<file path="src/rtl/dac_pattern_src.sv">
// Burst-controlled sample source for the 5-to-2 DAC interface: emits one LANES x W frame per cycle,
// either passed through from upstream or generated (ramp, square, constant), midscale when idle.
module dac_pattern_src #(
    parameter int W             = 14,
    parameter int LANES         = 5,
    parameter int OFFSET_BINARY = 1
) (
    input  logic               sysclk_in,
    input  logic               reset,
    input  logic               arm,
    input  logic               trigger,
    input  logic               abort,
    input  logic [1:0]         mode,
    input  logic [15:0]        burst_len,
    input  logic [W-1:0]       ramp_step,
    input  logic [7:0]         sq_half,
    input  logic [W-1:0]       const_val,
    input  logic [LANES*W-1:0] src_data,
    input  logic               src_valid,
    output logic [LANES*W-1:0] data_out,
    output logic               busy,
    output logic [15:0]        underflow_cnt
);

    typedef enum logic [1:0] {
        IDLE  = 2'd0,
        ARMED = 2'd1,
        RUN   = 2'd2
    } state_t;

    localparam logic [W-1:0] MSB_MASK = (OFFSET_BINARY != 0) ? {1'b1, {(W-1){1'b0}}} : '0;
    localparam logic [W-1:0] SQ_HIGH  = {1'b0, {(W-1){1'b1}}};
    localparam logic [W-1:0] SQ_LOW   = {1'b1, {(W-1){1'b0}}};

    state_t state, state_nxt;

    logic [1:0]         mode_q;
    logic [15:0]        burst_len_q;
    logic [W-1:0]       step_q;
    logic [7:0]         sq_half_q;
    logic [W-1:0]       const_q;
    logic [15:0]        frame_cnt;
    logic [W-1:0]       ramp_acc;
    logic [7:0]         sq_cnt;
    logic               sq_phase;

    logic               arm_accept;
    logic               start;
    logic               sq_last;
    logic               underflow_hit;
    logic [W-1:0]       acc;
    logic [LANES*W-1:0] ramp_frame;
    logic [LANES*W-1:0] frame;
    logic [LANES*W-1:0] coded;

    always_ff @(posedge sysclk_in or posedge reset) begin
        if (reset) state <= IDLE;
        else       state <= state_nxt;
    end

    always_comb begin
        state_nxt = state;
        case (state)
            IDLE:    if (arm) state_nxt = ARMED;
            ARMED:   if (trigger) state_nxt = RUN;
            RUN:     if (burst_len_q != 16'd0 && frame_cnt == burst_len_q - 16'd1) state_nxt = IDLE;
            default: state_nxt = IDLE;
        endcase
        if (abort) state_nxt = IDLE;
        arm_accept = (state == IDLE) && arm && !abort;
        start      = (state == ARMED) && trigger && !abort;
        sq_last    = (sq_cnt == ((sq_half_q == 8'd0) ? 8'd0 : sq_half_q - 8'd1));
    end

    // An aborted cycle already shows midscale so the abort takes effect on the very next edge.
    always_comb begin
        frame         = '0;
        underflow_hit = 1'b0;
        acc           = ramp_acc;
        ramp_frame    = '0;
        for (int i = 0; i < LANES; i++) begin
            ramp_frame[i*W +: W] = acc;
            acc = acc + step_q;
        end
        if (state == RUN && !abort) begin
            case (mode_q)
                2'd0: begin
                    if (src_valid) frame = src_data;
                    else           underflow_hit = 1'b1;
                end
                2'd1: frame = ramp_frame;
                2'd2: frame = {LANES{sq_phase ? SQ_HIGH : SQ_LOW}};
                default: frame = {LANES{const_q}};
            endcase
        end
        for (int i = 0; i < LANES; i++) begin
            coded[i*W +: W] = frame[i*W +: W] ^ MSB_MASK;
        end
    end

    always_ff @(posedge sysclk_in or posedge reset) begin
        if (reset) begin
            data_out      <= {LANES{MSB_MASK}};
            busy          <= 1'b0;
            underflow_cnt <= '0;
            mode_q        <= '0;
            burst_len_q   <= '0;
            step_q        <= '0;
            sq_half_q     <= '0;
            const_q       <= '0;
            frame_cnt     <= '0;
            ramp_acc      <= '0;
            sq_cnt        <= '0;
            sq_phase      <= 1'b0;
        end else begin
            data_out <= coded;
            busy     <= (state_nxt != IDLE);
            if (arm_accept)
                underflow_cnt <= '0;
            else if (underflow_hit && underflow_cnt != 16'hFFFF)
                underflow_cnt <= underflow_cnt + 16'd1;
            if (start) begin
                mode_q      <= mode;
                burst_len_q <= burst_len;
                step_q      <= ramp_step;
                sq_half_q   <= sq_half;
                const_q     <= const_val;
                frame_cnt   <= '0;
                ramp_acc    <= '0;
                sq_cnt      <= '0;
                sq_phase    <= 1'b1;
            end else if (state == RUN) begin
                frame_cnt <= frame_cnt + 16'd1;
                ramp_acc  <= acc;
                if (sq_last) begin
                    sq_cnt   <= '0;
                    sq_phase <= ~sq_phase;
                end else begin
                    sq_cnt <= sq_cnt + 8'd1;
                end
            end
        end
    end

endmodule
</file>
<file path="config.mk">
export PLATFORM = sky130hd
export DESIGN_NAME = dac_pattern_src
export DESIGN_NICKNAME = d
export VERILOG_FILES = /design/src/rtl/dac_pattern_src.sv
export SDC_FILE = /design/constraint.sdc
export NUM_CORES = 1
export LEC_CHECK = 0
export BUFFER_PORTS_ARGS = -buffer_cell sky130_fd_sc_hd__buf_2
export CAP_MARGIN = 20
export CORE_MARGIN = 1.5
export CORE_UTILIZATION = 40
export CTS_CLUSTER_SIZE = 40
export DETAILED_ROUTE_END_ITERATION = 6
export PLACE_DENSITY = 0.71
export RECOVER_POWER = 100
export REMOVE_ABC_BUFFERS = 1
export SYNTH_ARGS = -nofsm -noshare
export SYNTH_HDL_FRONTEND = slang
export SYNTH_SLANG_ARGS = --single-unit
</file>
<file path="constraint.sdc">
create_clock -name sysclk_in -period 17.2 [get_ports sysclk_in]
set_clock_uncertainty 0.15 [all_clocks]
set_input_delay 4.3 -clock sysclk_in [delete_from_list [all_inputs] [get_ports sysclk_in]]
set_output_delay 4.3 -clock sysclk_in [all_outputs]
set_load 0.02 [all_outputs]
</file>
==> metrics.log <==
INFO  metric place.port_buffers = approximately 220
INFO  metric hold_path.startpoint = const_q[1]
INFO  metric post_cts_hold_buffer_count = 0
INFO  metric critical_path.reg2reg.startpoint = step_q[0]
INFO  metric initial_core_util = 0.408
INFO  metric run_status = finished with violations
INFO  metric cts_buffer_depth = 2
INFO  metric cts_sinks = 182
INFO  metric antenna_violations_before_repair = 1
INFO  metric clkTransAtPathRegs = 0.07 ns
INFO  metric detailedRoute.firstPassIterationCount = 5
INFO  metric drt-total-wl = 30100 µm
INFO  metric final.setup.tns = 0 ns
INFO  metric synth-edff-count = 0
INFO  metric numCtsBuffers = 17
INFO  metric post_route_cells_drive_above_1_share = 0.178
INFO  metric postCtsSetupRepairBufs = 0
INFO  metric netlist.area_leader.share = 0.401
INFO  metric filler_cell_count = 2590
INFO  metric finalHoldViolCount = 0
INFO  metric start_kind = primary input
INFO  metric syn-mean-instance-area = 9.54 µm²
INFO  metric timing.critical_path.required = 16.72 ns
INFO  metric ant_nets = 0
INFO  metric netlist_instances = 1157
INFO  metric globalRouteTotalUtil = 0.214
INFO  metric ys_types = 71
INFO  metric setup_viol = 0
INFO  metric ctsResizeCount = 0
INFO  metric count_of_state_elements_after_synthesis = 182
INFO  metric fp.dieW = between 150 and 200 µm
INFO  metric clock_tree.htree_level_count = 4
INFO  metric period_minus_slack = 9.09 ns
INFO  metric violations = max-capacitance violations, max-slew violations
INFO  metric worst-path-max-fanout = 74
INFO  metric worst_ep_arrival_time = 8.61 ns
INFO  metric gp_congestion = 0.889
INFO  metric syn_to_final_growth = 17.2%
INFO  metric floorplan.rows = 60
INFO  metric grt-ovfl-total = 0
INFO  metric synth-seq-area-share = 0.413
INFO  metric main_synth_ff_type = sky130_fd_sc_hd__dfrtp_1
INFO  metric synth.top_cells.by_area = sky130_fd_sc_hd__dfrtp_1, sky130_fd_sc_hd__ha_1, sky130_fd_sc_hd__nor2_1
INFO  metric clock-root-buffer = sky130_fd_sc_hd__clkbuf_16
INFO  metric detail_route.vias_per_cell = 5.49
INFO  metric count_of_synthesis_stage_warnings_from_yosys = 0
INFO  metric floorplan_core_area = 27000 µm²
INFO  metric slew_headroom = -1.54
INFO  metric timing.setup.critical_path_class = primary input to asynchronous set/reset pin
INFO  metric hold_path.class = register to register
INFO  metric slew_viol_final = 275
INFO  metric endpoint_kind = asynchronous set/reset pin
INFO  metric clock_latency_of_the_later_clocked_register_in_the_worst_skew_pair = ~0.44 ns
INFO  metric yosysTopAreaCell = sky130_fd_sc_hd__dfrtp_1
INFO  metric synth_async_sr_flop_share = 1.00
INFO  metric y_dimension_of_the_die = approximately 170 µm
INFO  metric tritoncts = yes
INFO  metric grt_pass1_vias = 9077
INFO  metric post_synth_instance_area = 11000 µm²
INFO  metric dr_total_vias = 9386
INFO  metric dieArea = around 29000 µm²
INFO  metric layout_worst_path_cycle_share = 0.529
INFO  metric io_pins = 217
INFO  metric ff2ff_setup_slack = around 10 ns
INFO  metric drt-initial-drc-count = 627
INFO  metric drc = 0
INFO  metric layout.nets = 1560
INFO  metric maximum_clock_rate = about 0.11 GHz
INFO  metric max-cap-violations = 5
INFO  metric rsz0062_at_grt = false
INFO  metric detailedPlacementHpwl = 21900 µm
INFO  metric global_route_wire_length_before_repair = 48100 µm
INFO  metric tightest_slew = 3.81 ns
INFO  metric startpoint = reset
INFO  metric drt-wirelength-per-cell = 17.6 µm
INFO  metric maximum_number_of_pins_on_one_net_before_global_route_repair = 75
[synthesized netlist by cell type, types with 12 or more instances]
library cell / n
sky130_fd_sc_hd__o21ai_0: 61
sky130_fd_sc_hd__ha_1: 70
sky130_fd_sc_hd__nor3_1: 24
sky130_fd_sc_hd__nand2b_1: 16
sky130_fd_sc_hd__xnor2_1: 53
sky130_fd_sc_hd__nand2_1: 101
sky130_fd_sc_hd__mux2_2: 49
sky130_fd_sc_hd__xor2_1: 53
sky130_fd_sc_hd__a221oi_1: 56
sky130_fd_sc_hd__a21oi_1: 56
sky130_fd_sc_hd__nand3_1: 19
sky130_fd_sc_hd__and3_1: 12
sky130_fd_sc_hd__dfrtp_1: 177
sky130_fd_sc_hd__nor2_1: 149
sky130_fd_sc_hd__nor2b_1: 14
sky130_fd_sc_hd__clkbuf_1: 44
sky130_fd_sc_hd__o21ai_1: 18
sky130_fd_sc_hd__inv_1: 34
[through the flow]
stage / instances / util / setup WS (ns) / hold slack (ns) / cell area, µm²
finish: 1710 / 0.479 / 8.11 / 0.352 / 12900
global route: 1709 / 0.478 / 6.92 / 0.370 / 12900
CTS: 1708 / 0.483 / 10.13 / 0.356 / 13100
detailed placement: 1676 / 0.461 / 10.22 / 0.340 / 12500
global placement: 1676 / 0.461 / 10.42 / 0.333 / 12500
floorplan: 1109 / - / 7.81 / 0.325 / 10800
[flip-flops by register name (all words and copies together), names as in the netlist]
register	count
burst_len_q	16
busy	1
const_q	14
data_out	70
frame_cnt	16
mode_q	2
ramp_acc	14
sq_cnt	8
sq_half_q	8
sq_phase	1
state	2
step_q	14
underflow_cnt	16
[metal layers]
layer / vias to the layer above / part of all wire / global-route usage
met5: - / 0 / 0
met1: 4524 / 0.47 / 0.297
li1: 4551 / - / -
met3: 26 / 0.051 / 0.0351
met4: 0 / 0.014 / 0.0616
met2: 285 / 0.47 / 0.345
[worst max-delay path: stages]
cell and delay [ns]:
sky130_fd_sc_hd__buf_2 0.10, sky130_fd_sc_hd__clkinvlp_2 1.37, sky130_fd_sc_hd__clkbuf_1 2.77
[placed cells by master (no fill, tap or decap), types with 53 or more instances in the layout]
master                     instances
sky130_fd_sc_hd__ha_1             70
sky130_fd_sc_hd__dfrtp_1         177
sky130_fd_sc_hd__xnor2_1          53
sky130_fd_sc_hd__clkbuf_1         93
sky130_fd_sc_hd__a21oi_1          56
sky130_fd_sc_hd__o21ai_0          71
sky130_fd_sc_hd__xor2_1           53
sky130_fd_sc_hd__buf_2           128
sky130_fd_sc_hd__a221oi_1         56
sky130_fd_sc_hd__nor2_1          148
sky130_fd_sc_hd__nand2_1         101
[worst paths after layout]
path                                      to  depth (start not counted)
worst max-delay path            data_out[66]                          3
worst min-delay path              const_q[1]                          1
worst max register to register  ramp_acc[13]                         31
worst min register to register    const_q[1]                          1
max in group sysclk_in          ramp_acc[11]                          8
min in group asynchronous       sq_half_q[4]                          2
[layout make-up]
cell class	count	area, µm²	share of cell area
multi-input cells	893	6180	0.478
flip-flops and latches	182	4560	0.353
repair buffers	227	1030	0.0800
clock buffers	18	439	0.0340
well taps	341	427	0.0330
clock inverters	14	164	0.0127
inverters	34	129	0.00997
diodes	1	2.50	0.000193
[cells by family (layout without fill, tap and decap cells)]
logic type / after synthesis / count (layout) / share of synthesized area
AND/OR/NAND/NOR: 378 / 378 / 0.157
AO/OA/AOI/OAI: 276 / 276 / 0.167
flip-flops: 182 / 182 / 0.413
XOR/XNOR: 110 / 110 / 0.0914
buffers and inverters: 82 / 293 / 0.0282
adder cells (fa/ha/maj): 75 / 75 / 0.0885
multiplexers: 54 / 54 / 0.0545
other: 0 / 1 / 0
Power is left out: the tool's default activity adds up to more than one toggle a clock period on the data nets, which glitch-free logic cannot reach.
